## src/rtl/matmul_pkg.sv

```systemverilog
// Shared constants, state encoding and index helper for the 4x4 matrix-multiply sequencer.
package matmul_pkg;
    localparam int DIM   = 4;
    localparam int EW    = 4;
    localparam int PW    = 8;
    localparam int AW    = 10;
    localparam int IW    = 4;
    localparam int RCW   = $clog2(DIM);
    localparam int NELEM = DIM * DIM;

    typedef enum logic [2:0] {
        ST_IDLE  = 3'd0,
        ST_LOAD  = 3'd1,
        ST_CLEAR = 3'd2,
        ST_ACCUM = 3'd3,
        ST_EMIT  = 3'd4
    } state_e;

    // Row-major flat index of element (row, col).
    function automatic logic [IW-1:0] flat_index(input logic [RCW-1:0] row,
                                                 input logic [RCW-1:0] col);
        return {row, col};
    endfunction
endpackage

```

## src/rtl/operand_bank.sv

```systemverilog
// Storage for the A and B operand matrices: one write port, two combinational read ports.
module operand_bank
    import matmul_pkg::*;
(
    input  logic          clk,
    input  logic          wr_en,
    input  logic [IW-1:0] wr_index,
    input  logic [EW-1:0] wr_a,
    input  logic [EW-1:0] wr_b,
    input  logic [IW-1:0] a_index,
    input  logic [IW-1:0] b_index,
    output logic [EW-1:0] a_data,
    output logic [EW-1:0] b_data
);
    logic [EW-1:0] a_mem [NELEM];
    logic [EW-1:0] b_mem [NELEM];

    // Contents are intentionally not reset; they are meaningless until reloaded.
    always_ff @(posedge clk) begin
        if (wr_en) begin
            a_mem[wr_index] <= wr_a;
            b_mem[wr_index] <= wr_b;
        end
    end

    assign a_data = a_mem[a_index];
    assign b_data = b_mem[b_index];
endmodule

```

## src/rtl/matmul_sequencer.sv

```systemverilog
// Loads A and B, steps an external MAC accumulator through the 16 dot products of A*B,
// and streams each finished accumulator value out in row-major order.
module matmul_sequencer
    import matmul_pkg::*;
(
    input  logic            clk,
    input  logic            rst,
    input  logic            in_valid,
    output logic            in_ready,
    input  logic [2*EW-1:0] in_data,
    output logic            mac_clear,
    output logic            mac_ld,
    output logic [PW-1:0]   mac_x,
    input  logic [AW-1:0]   mac_acc,
    output logic            out_valid,
    input  logic            out_ready,
    output logic [AW-1:0]   out_data,
    output logic [IW-1:0]   out_index,
    output logic            busy
);
    state_e         state_q, state_d;
    logic [IW-1:0]  load_cnt_q, load_cnt_d;
    logic [RCW-1:0] r_q, r_d;
    logic [RCW-1:0] c_q, c_d;
    logic [RCW-1:0] k_q, k_d;

    logic           in_fire;
    logic           out_fire;
    logic [IW-1:0]  elem_index;
    logic [IW-1:0]  a_rd_index;
    logic [IW-1:0]  b_rd_index;
    logic [EW-1:0]  a_op;
    logic [EW-1:0]  b_op;
    logic [PW-1:0]  product;

    assign elem_index = flat_index(r_q, c_q);
    assign a_rd_index = flat_index(r_q, k_q);
    assign b_rd_index = flat_index(k_q, c_q);
    assign in_fire    = in_valid & in_ready;
    assign out_fire   = out_valid & out_ready;
    assign product    = {{(PW-EW){1'b0}}, a_op} * {{(PW-EW){1'b0}}, b_op};

    operand_bank u_bank (
        .clk      (clk),
        .wr_en    (in_fire),
        .wr_index (load_cnt_q),
        .wr_a     (in_data[2*EW-1:EW]),
        .wr_b     (in_data[EW-1:0]),
        .a_index  (a_rd_index),
        .b_index  (b_rd_index),
        .a_data   (a_op),
        .b_data   (b_op)
    );

    always_ff @(posedge clk) begin
        if (rst) begin
            state_q    <= ST_IDLE;
            load_cnt_q <= '0;
            r_q        <= '0;
            c_q        <= '0;
            k_q        <= '0;
        end else begin
            state_q    <= state_d;
            load_cnt_q <= load_cnt_d;
            r_q        <= r_d;
            c_q        <= c_d;
            k_q        <= k_d;
        end
    end

    always_comb begin
        state_d    = state_q;
        load_cnt_d = load_cnt_q;
        r_d        = r_q;
        c_d        = c_q;
        k_d        = k_q;
        unique case (state_q)
            ST_IDLE: begin
                if (in_fire) begin
                    load_cnt_d = IW'(1);
                    state_d    = ST_LOAD;
                end
            end
            ST_LOAD: begin
                if (in_fire) begin
                    load_cnt_d = load_cnt_q + IW'(1);
                    if (load_cnt_q == IW'(NELEM - 1)) begin
                        load_cnt_d = '0;
                        r_d        = '0;
                        c_d        = '0;
                        state_d    = ST_CLEAR;
                    end
                end
            end
            ST_CLEAR: begin
                k_d     = '0;
                state_d = ST_ACCUM;
            end
            ST_ACCUM: begin
                k_d = k_q + RCW'(1);
                if (k_q == RCW'(DIM - 1)) begin
                    state_d = ST_EMIT;
                end
            end
            ST_EMIT: begin
                if (out_fire) begin
                    if (elem_index == IW'(NELEM - 1)) begin
                        r_d     = '0;
                        c_d     = '0;
                        state_d = ST_IDLE;
                    end else begin
                        // Column wraps into the row because {r, c} is the flat index.
                        {r_d, c_d} = elem_index + IW'(1);
                        state_d    = ST_CLEAR;
                    end
                end
            end
            default: state_d = ST_IDLE;
        endcase
    end

    always_comb begin
        in_ready  = 1'b0;
        mac_clear = 1'b0;
        mac_ld    = 1'b0;
        mac_x     = '0;
        out_valid = 1'b0;
        unique case (state_q)
            ST_IDLE, ST_LOAD: begin
                in_ready  = 1'b1;
                mac_clear = 1'b1;
            end
            ST_CLEAR: mac_clear = 1'b1;
            ST_ACCUM: begin
                mac_ld = 1'b1;
                mac_x  = product;
            end
            ST_EMIT:  out_valid = 1'b1;
            default: ;
        endcase
    end

    // The accumulator holds during EMIT, so its output is already a stable result.
    assign out_data  = mac_acc;
    assign out_index = elem_index;
    assign busy      = (state_q != ST_IDLE);
endmodule

```

## config.mk

```make
export PLATFORM = sky130hd
export DESIGN_NAME = matmul_sequencer
export DESIGN_NICKNAME = d
export VERILOG_FILES = /design/src/rtl/matmul_pkg.sv /design/src/rtl/operand_bank.sv /design/src/rtl/matmul_sequencer.sv
export SDC_FILE = /design/constraint.sdc
export NUM_CORES = 1
export LEC_CHECK = 0
export CORE_UTILIZATION = 50
export DETAILED_ROUTE_END_ITERATION = 12
export DONT_BUFFER_PORTS = 1
export PLACE_DENSITY_LB_ADDON = 0.08
export REMOVE_ABC_BUFFERS = 1
export SETUP_SLACK_MARGIN = 0.02
export SLEW_MARGIN = 10
export SYNTH_ARGS = -nofsm -noshare
export SYNTH_HDL_FRONTEND = slang
export SYNTH_SLANG_ARGS = --single-unit
export TNS_END_PERCENT = 100
```

## constraint.sdc

```tcl
create_clock -name clk -period 12.14 [get_ports clk]
set_input_delay 2.428 -clock clk [delete_from_list [all_inputs] [get_ports clk]]
set_output_delay 2.428 -clock clk [all_outputs]
set_load 0.005 [all_outputs]
```

After elaboration in Yosys (flattened, before gate mapping)

Memories as Yosys holds them, arrays and structs flattened.
Cells that the tools add are included.

Flip-flop bits (word level): 13
Bits in writable memories: 128
Input bits: 22
Word-level logic and storage cells: 62
Memories: 2

Add/subtract/negate cells: 3
$mul: 1
Eq/ne operators: 12
Muxes and demuxes: 27
Bitwise operators: 2
Reductions and logical operators: 10

Memory list:

| name         | depth | width | rd ports | clocked after Yosys merged registers in | write ports | line               | RTL |
|---|---|---|---|---|---|---|---|
| u_bank.a_mem | 16    | 4     | 1        | 0                                       | 1           | operand_bank.sv:15 | `logic [EW-1:0] a_mem [NELEM];` |
| u_bank.b_mem | 16    | 4     | 1        | 0                                       | 1           | operand_bank.sv:16 | `logic [EW-1:0] b_mem [NELEM];` |

Operators by type and width:

| kind                                                            | number |
|---|---|
| 3-bit two-way mux                                               | 5 |
| 3-bit case mux with 5 select lines                              | 1 |
| 2-bit two-way mux                                               | 7 |
| 4-bit two-way mux                                               | 3 |
| 2-bit case mux with 2 select lines                              | 3 |
| 2-bit inequality test, second input constant                    | 5 |
| 4-bit by 1-bit adder with 4-bit output, second input constant   | 2 |
| 4-bit == test, second input constant                            | 2 |
| 4-bit by 4-bit multiplier with 8-bit output                     | 1 |
| 8-bit two-way mux                                               | 1 |
| 4-bit case mux with 2 select lines                              | 1 |
| 3-bit by 2-bit == test with 1-bit output, second input constant | 2 |
| 1-bit two-way mux                                               | 6 |
| 2-bit nonzero test                                              | 3 |
| 5-bit AND reduction                                             | 1 |
| 4-bit AND reduction                                             | 1 |
| 3-bit by 1-bit == test with 1-bit output, second input constant | 1 |
| 3-bit == test, second input constant                            | 1 |
| 3-bit zero test                                                 | 1 |
| 3-bit AND reduction                                             | 1 |
| 3-bit nonzero test                                              | 1 |
| 3-bit OR reduction                                              | 1 |
| 2-bit by 1-bit adder with 2-bit output, second input constant   | 1 |
| 1-bit bitwise AND                                               | 2 |
| 2 further kinds                                                 | 2 |

Longest topological paths before layout

Gate-level depths: netlist (run 1).

Depth in word-level cells: 6
Mapped depth: 15
Gate-level depth less buffers: 13

Cells and area by module

Synthesis (run 1) repeated with hierarchy kept, for this count alone.

Cell total of the unflattened synthesis: 393
Area total of the unflattened synthesis: 6341.1 µm²

By module, submodules not included:

| module           | times used | cells an instance | area an instance (µm²) |
|---|---|---|---|
| operand_bank     | 1          | 229               | 5062.4 |
| matmul_sequencer | 1          | 164               | 1278.7 |

Worst setup path before layout (run 1)

No wires, ideal clock.

Path type: reg2out
From: register c_q[0]
To: output port mac_x[7]
Arrival time: 3.652 ns
Required time: 9.712 ns
Setup slack: 6.060 ns
Stages on the path, launching flop included: 14
Path buffers: 1
Path through: dfxtp_1 > buf_6 > mux4_2 > a22o_1 > a221oi_2 > or2_1 > fa_1 > inv_1 > fa_1 > ha_1 > a21o_1 > a21oi_1 > or4_1 > nand3_1

Longest elaborated chain between the ends: 3

Ends and longest elaborated chain:

| element                                     | line                    | RTL |
|---|---|---|
| from (decl)                                 | matmul_sequencer.sv:24  | `logic [RCW-1:0] c_q, c_d;` |
| from (signal assigned)                      | matmul_sequencer.sv:60  | `c_q <= '0;` |
| from (signal assigned)                      | matmul_sequencer.sv:66  | `c_q <= c_d;` |
| memory read 16 x 4 bit                      | -                       |  |
| 4-bit by 4-bit multiplier with 8-bit output | matmul_sequencer.sv:41  | `assign product = {{(PW-EW){1'b0}}, a_op} * {{(PW-EW){1'b0}}, b_op};` |
| 8-bit two-way mux                           | matmul_sequencer.sv:128 | `unique case (state_q)` |
| to (decl)                                   | matmul_sequencer.sv:13  | `output logic [PW-1:0] mac_x,` |

No other way between the ends.

Final worst setup path (run 1)

From: register k_q[0]
To: output port mac_x[6]

Longest elaborated chain between the ends: 3
Elaborated cells on any way between the ends: 4

Ends and longest elaborated chain:

| element                                          | line                    | RTL |
|---|---|---|
| from (decl)                                      | matmul_sequencer.sv:25  | `logic [RCW-1:0] k_q, k_d;` |
| from (signal assigned)                           | matmul_sequencer.sv:67  | `k_q <= k_d;` |
| memory read 16 x 4 bit, on equally long branches | -                       |  |
| 4-bit by 4-bit multiplier with 8-bit output (*)  | matmul_sequencer.sv:41  |  |
| 8-bit two-way mux (*)                            | matmul_sequencer.sv:128 |  |

Every way passes the cells marked *; elsewhere a longest branch is shown, timed or not.

==> impl_results.md, run 1 <==
* Ys flop type: edfxtp_1
* #FFs+latches synth at 141
* Worst clock skew at 0.00790 ns
* Total negative slack at 0 ns
* Die span in x at 114 um
* Largest net degree at the start of global routing at 38
* CTS Hold Bufs at 0
* DRC at 0
* Final WS setup at 4.93 ns
* Yosys warns at 0
* Max-Cap Viols at 0
* Power, Total at 0.00104 W
* CTS buffer count at 17
* Delay-heaviest family, CP: adder cells
* Starting density of the core at 0.518
* Vias per cell at around 5.8
* Design area at 6900 um2
* Syn Inst Count at roughly 400
* Post-CTS Resized at 0
* Final worst path period share at 0.594
* Worst-path cell chain: mux4_2 -> o22a_1 -> o221ai_1 -> or2_1 -> fa_1 -> inv_1 -> fa_1 -> inv_1 -> fa_1 -> nor2b_1 -> o21ai_0 -> nor3b_1 -> nor3_1
* DR vias at 3328
* Slew @ Worst Pin at 1.12 ns
* DR pass1 iterations at 4
* CTS tree: built
* WL per Instance at 22.1 um
* Clock sink total at 141
* Max Root-Sink Buffers at 2
* EDFF count, synth at roughly 130
* Std cell rows at 40
* Top cell type's share of synthesized area at 0.610
* Reg2Reg Depth at 3
* Clock Pin Slew Worst Setup and Hold Paths at about 0.060 ns
* Post-synth ARST share at 0
* CP max stage delay at ~1.0 ns
* PD cells at 150 nW/um2
* Status: complete, no violations
* Worst hold slack at 0.514 ns
* Port bufs at 0
* Crit path max fanout at 37
* Path type of the worst min-delay path: register to register
* P&R area growth vs syn at 9.56%
* Fin crit period at approximately 7.2 ns
* Fmax at 0.139 GHz
* Max-slew violations at 0
* DP HPWL at 8030 um
* First-pass GRT wire length at 19100 um
* Congestion Overflow GR at 0
* Most frequent cells in the layout: edfxtp_1 (128), nor2_1 (37), mux4_2 (25), ha_1 (18), clkbuf_16 (17)
* Clk_lat worst skew at 0.42 ns
* CTS root buf: clkbuf_16
* All-Layer GR Usage at 0.212
* Synthesized area per cell at 15.9 um2
* CP Launch Type: register
* Most common cell after layout, fill and taps aside: edfxtp_1
* Synth area leaders: edfxtp_1 (61%), mux4_2 (8.9%), dfxtp_1 (4.1%)
* Cell Area, Synth at 6300 um2
* Post-synthesis sequential area ratio at 0.652
* Worst r2r dst: u_bank.b_mem[9][2]$_DFFE_PP_
* Final nets at 432
* Die footprint at 13000 um2
* CTS H-tree depth at 4
* Number of fillers in the final layout at roughly 960
* Reg2reg setup slack at 9.64 ns
* Total core area at between 10000 and 15000 um2
* Slowest cell on crit path: dfxtp_2
* Arrival time worst endpoint at 4.78 ns
* End of the critical path: mac_x[6]
* Worst setup path start: k_q[0]$_SDFFE_PP0P_
* Worst EP required at 9.71 ns
* CP most frequent cell: fa_1
* Cell Area, Placed at 6360 um2
* Synth cell types at 51
* RSZ-0062 raised after global routing: no
* Initial antenna violation count at 0
* Final setup vio count at 0
* CP Depth at 13
* R2R Path Start: state_q[1]$_SDFFE_PP0P_
* Max_slew headroom at 0.250
* Fin. Hold Viols at 0
* Die Y-Extent at between 100 and 150 um
* IO Count at just under 50
* Routed Wire Length at 12600 um
* Element type at the critical path end: primary output
* Leakage at roughly 2.2 nW
* Initial DRC count at 235
* CP Class: register to primary output
* Post-CTS Setup Bufs at 0
* Vias in the first global route at about 3300
* Fraction of layout cells with a size suffix above 1 at 0.165
* Post-place setup slack at ~5.3 ns
* DRT antenna net count at 0
* Peak VDD IR at 0.153 mV
* Placer Congestion at a little under 0.8
* Yosys top cell by area: edfxtp_1
* Worst path bufs/invs at 2
==> metrics by stage <==
step	util	instances
finish	0.567	569
global route	0.567	568
CTS	0.567	568
detailed placement	0.523	537
global placement	0.523	537
floorplan	-	367
==> tightest hold or removal path, stage by stage, from the launching register on <==
cell     delay [ns]
dfxtp_1        0.34
nand2_1        0.07
a21oi_1        0.06
==> layer usage <==
layer	track usage	part of all wire	wire length, um
met1	0.273	0.42	5300
met2	0.335	0.50	6310
met3	0.0725	0.065	814
met4	0.0762	0.012	147
met5	0	0	0
==> cell families (layout without fill, tap and decap cells) <==
| family | Yosys count | in the layout | share of synthesized area |
|---|---|---|---|
| flip-flops | 141 | 141 | 0.652 |
| AND/OR/NAND/NOR | 105 | 105 | 0.0843 |
| buffers and inverters | 42 | 47 | 0.0360 |
| adder cells (fa/ha/maj) | 22 | 22 | 0.0485 |
| AO/OA/AOI/OAI | 50 | 50 | 0.0614 |
| other | 0 | 1 | 0 |
| XOR/XNOR | 1 | 1 | 0.00139 |
| multiplexers | 34 | 34 | 0.117 |
==> synth_stat cells, types with 4 or more instances <==
library cell	instances
edfxtp_1	128
nor2_1	37
mux4_2	25
ha_1	18
nand2_1	16
inv_1	14
dfxtp_1	13
a21oi_1	12
buf_4	12
clkbuf_1	9
nand3_1	8
nor2b_1	8
nor3_1	7
nand2b_1	6
o21ai_0	6
mux4_1	5
a22o_1	4
buf_2	4
fa_1	4
mux2i_1	4
o221ai_1	4
o22a_1	4
==> layout make-up <==
class                      instances  area [um2]  area share
tap                              168         210      0.0305
multi-input combinational        212        1980       0.287
clock buffer                      20         437      0.0633
sequential                       141        4110       0.595
timing repair buffer               2        15.0     0.00218
inverter                          14        52.6     0.00762
clock inverter                    11        95.1      0.0138
antenna                            1        2.50    0.000363
==> where the power goes <==
| group | internal (W) | total [W] | switching, W | leakage (nW) |
|---|---|---|---|---|
| combinational | 0.0000138 | 0.0000321 | 0.0000183 | 0.737 |
| clock | 0.000279 | 0.000468 | 0.000189 | 0.248 |
| sequential | 0.000534 | 0.000536 | 0.00000257 | 1.26 |
==> flip-flops by register name, summed over array words and instances, names as in the netlist <==
| name | flops |
|---|---|
| c_q | 2 |
| k_q | 2 |
| load_cnt_q | 4 |
| r_q | 2 |
| state_q | 3 |
| u_bank.a_mem | 64 |
| u_bank.b_mem | 64 |
==> worst min-delay path by stage <==
| stage | to | slack (ns) | from | depth (start not counted) |
|---|---|---|---|---|
| CTS | load_cnt_q[1]$_SDFFE_PP0P_ | 0.51 | load_cnt_q[1]$_SDFFE_PP0P_ | 2 |
| global route | load_cnt_q[1]$_SDFFE_PP0P_ | 0.55 | load_cnt_q[1]$_SDFFE_PP0P_ | 2 |
| floorplan | load_cnt_q[1]$_SDFFE_PP0P_ | 0.47 | load_cnt_q[1]$_SDFFE_PP0P_ | 2 |
| global placement | c_q[0]$_SDFFE_PP0P_ | 0.49 | c_q[0]$_SDFFE_PP0P_ | 2 |
| detailed placement | load_cnt_q[1]$_SDFFE_PP0P_ | 0.50 | load_cnt_q[1]$_SDFFE_PP0P_ | 2 |
| finish | c_q[0]$_SDFFE_PP0P_ | 0.51 | c_q[0]$_SDFFE_PP0P_ | 2 |
Power figures use the tool's default switching activity.
==> inputs of run 2 (changes only) <==
- clock period: 12.14 -> 6.75 ns (I/O delays scaled with it)
==> run 2 against run 1 <==
Net effect: clock power is 81% higher; sequential cell count stayed put; register-to-register slack worse by 5.4 ns; critical endpoint is now mac_x[7]; highest routed layer unchanged.
==> impl_results.md, run 2 (synthesized netlist as in run 1, its figures left out) <==
* Starting density of the core at 0.518 (unchanged)
* Hold path cells at 2 (unchanged)
* DP HPWL at 8330 um (was 8030 um)
* Worst r2r dst: u_bank.a_mem[12][1]$_DFFE_PP_ (was u_bank.b_mem[9][2]$_DFFE_PP_)
* Hold EP: load_cnt_q[1]$_SDFFE_PP0P_ (was c_q[0]$_SDFFE_PP0P_)
* Path type of the worst min-delay path: register to register (unchanged)
* P&R area growth vs syn at 10.1% (was 9.56%)
* Max-Cap Viols at 0 (unchanged)
* CP Class: register to primary output (unchanged)
* Congestion Overflow GR at 0 (unchanged)
* Placed Cells at 542 (was 537)
* DR pass1 iterations at 4 (unchanged)
* Die Y-Extent at 114 um (unchanged)
* CTS buffer count at 17 (unchanged)
* Vias per cell at 5.79 (was 5.85)
* Clk_lat worst skew at 0.42 ns (about the same)
* Max-slew violations at 0 (unchanged)
* Fin. Hold Viols at 0 (unchanged)
* Element type at the critical path end: primary output (unchanged)
* Initial DRC count at 225 (was 235)
* Vias in the first global route at 3302 (was 3341)
* CP max stage delay at 0.80 ns (was 1.01 ns)
* PD cells at 270 nW/um2 (was 150 nW/um2)
* Total core area at 12200 um2 (unchanged)
* Initial antenna violation count at 0 (unchanged)
* Port bufs at 0 (unchanged)
* Post-CTS Resized at 0 (unchanged)
* Total negative slack at 0 ns (unchanged)
* CP Launch Type: register (unchanged)
* DRC at 0 (unchanged)
* Slowest cell on crit path: dfxtp_1 (was dfxtp_2)
* Fmax at 0.166 GHz
* Die span in x at 114 um (unchanged)
* Number of fillers in the final layout at 941 (was 956)
* Status: complete, no violations (unchanged)
* CTS H-tree depth at 4 (unchanged)
* Worst clock skew at 0.00659 ns (was 0.00790 ns)
* CP most frequent cell: fa_1 (unchanged)
* IO Count at 49 (unchanged)
* Die footprint at 13000 um2 (unchanged)
* Final worst path period share at 0.893
* Std cell rows at 40 (unchanged)
* Worst-path cell chain: buf_4 -> mux4_1 -> a221oi_2 -> or2_1 -> fa_1 -> inv_1 -> fa_1 -> ha_1 -> a21o_1 -> a21oi_1 -> or4_1 -> nand3_1 (was mux4_2 -> o22a_1 -> o221ai_1 -> or2_1 -> fa_1 -> inv_1 -> fa_1 -> inv_1 -> fa_1 -> nor2b_1 -> o21ai_0 -> nor3b_1 -> nor3_1)
* R2R Path Start: state_q[1]$_SDFFE_PP0P_ (unchanged)
* Reg2Reg Depth at 3 (unchanged)
* Max_slew headroom at 0.279 (was 0.250)
* CTS root buf: clkbuf_16 (unchanged)
* Placer Congestion at 0.756 (was 0.774)
* Arrival time worst endpoint at 4.68 ns (was 4.78 ns)
* Post-CTS Setup Bufs at 0 (unchanged)
* Leakage at 2.27 nW (was 2.25 nW)
* Crit path max fanout at 12 (was 37)
* Clock sink total at 141 (unchanged)
* WL per Instance at 21.9 um (was 22.1 um)
* Largest net degree at the start of global routing at 24 (was 38)
* RSZ-0062 raised after global routing: no (unchanged)
* Fin crit period at just over 6 ns
* Clock Pin Slew Worst Setup and Hold Paths at 0.06 ns (about the same)
* Final setup vio count at 0 (unchanged)
* Final Non-Filler Cells at 573 (was 569)
* CTS Hold Bufs at 0 (unchanged)
* Most frequent cells in the layout: edfxtp_1 (128), nor2_1 (37), mux4_2 (25), ha_1 (18), clkbuf_16 (17) (unchanged)
* All-Layer GR Usage at 0.215 (was 0.212)
* First-pass GRT wire length at 19300 um (was 19100 um)
* CTS tree: built (unchanged)
* Worst hold slack at 0.515 ns (was 0.514 ns)
* Final nets at 437 (was 432)
* Max Root-Sink Buffers at 2 (unchanged)
* Largest registers: u_bank.a_mem (64), u_bank.b_mem (64), load_cnt_q (4) (unchanged)
* Reg2reg setup slack at 4.24 ns (was 9.64 ns)
* Worst EP required at 5.40 ns (was 9.71 ns)
* Routed Wire Length at 12500 um (was 12600 um)
* Hold Startpoint: load_cnt_q[1]$_SDFFE_PP0P_ (was c_q[0]$_SDFFE_PP0P_)
* DR vias at 3318 (was 3328)
* Slew @ Worst Pin at 1.08 ns (was 1.12 ns)
* Most common cell after layout, fill and taps aside: edfxtp_1 (unchanged)
* Fraction of layout cells with a size suffix above 1 at 0.168 (was 0.165)
* Peak VDD IR at 0.181 mV (was 0.153 mV)
* DRT antenna net count at 0 (unchanged)
* Antenna Cells at 0 (was 1)
==> run 2: changes by cell type in the layout (fill, tap and decap cells not counted), sizes merged <==
cell	change
buf	+5
clkbuf	-1
clkinv	+4
clkinvlp	-2
diode	-1
inv	-1
==> run 2: power by group <==
group / total (W) / switching (W) / internal [W]
clock: 0.000846 / 0.000347 / 0.000499
combinational: 0.0000593 / 0.0000334 / 0.0000258
sequential: 0.000964 / 0.00000436 / 0.000959
==> run 2: layout make-up <==
cell class,instances,area (um2),area share
Tap cell,168,210,0.0303
Clock inverter,12,97.6,0.0141
Clock buffer,19,433,0.0625
Multi-Input combinational cell,212,1970,0.284
Sequential cell,141,4110,0.592
Timing Repair Buffer,7,65.1,0.00939
Inverter,14,52.6,0.00758
==> run 2: worst max-delay path: cells and delay by family (launching register included) <==
kind | cells | cell delay [ns]
mux | 1 | 0.60
buf+inv | 2 | 0.39
flops | 1 | 0.80
fa+ha+maj | 3 | 1.10
simple gates | 3 | 0.75
compound gates | 3 | 0.61
==> run 2: per-stage QoR <==
stage,instance area (um2),setup WS (ns),util,total power [W]
6_report,6930,0.719,0.570,0.00187
5_1_grt,6930,0.442,0.570,0.00193
4_1_cts,6930,0.656,0.570,0.00188
3_5_place_dp,6400,1.13,0.526,0.00104
3_3_place_gp,6400,1.18,0.526,0.00104
2_1_floorplan,6120,1.12,-,0.00103
==> run 2: per-layer routing <==
metal,track usage,part of all wire,vias up
met3,0.0693,0.066,20
li1,-,-,1532
met1,0.287,0.45,1656
met5,0,0,-
met4,0.0883,0.019,0
met2,0.326,0.47,110
==> run 2: how the worst max path moves through the flow <==
stage	startpoint	end	slack, ns	depth (start not counted)
after floorplan	k_q[0]$_SDFFE_PP0P_	mac_x[6]	1.12	13
after global placement	c_q[0]$_SDFFE_PP0P_	mac_x[7]	1.18	12
after detailed placement	c_q[0]$_SDFFE_PP0P_	mac_x[7]	1.13	12
after CTS	c_q[0]$_SDFFE_PP0P_	mac_x[7]	0.66	12
after global routing	c_q[0]$_SDFFE_PP0P_	mac_x[7]	0.44	12
final	c_q[0]$_SDFFE_PP0P_	mac_x[7]	0.72	12
==> inputs of run 3 (changes only) <==
- CTS_CLUSTER_SIZE: not set -> 28
==> results of run 3 <==
No change in the layout: final DEF, timing and power equal those of run 2.
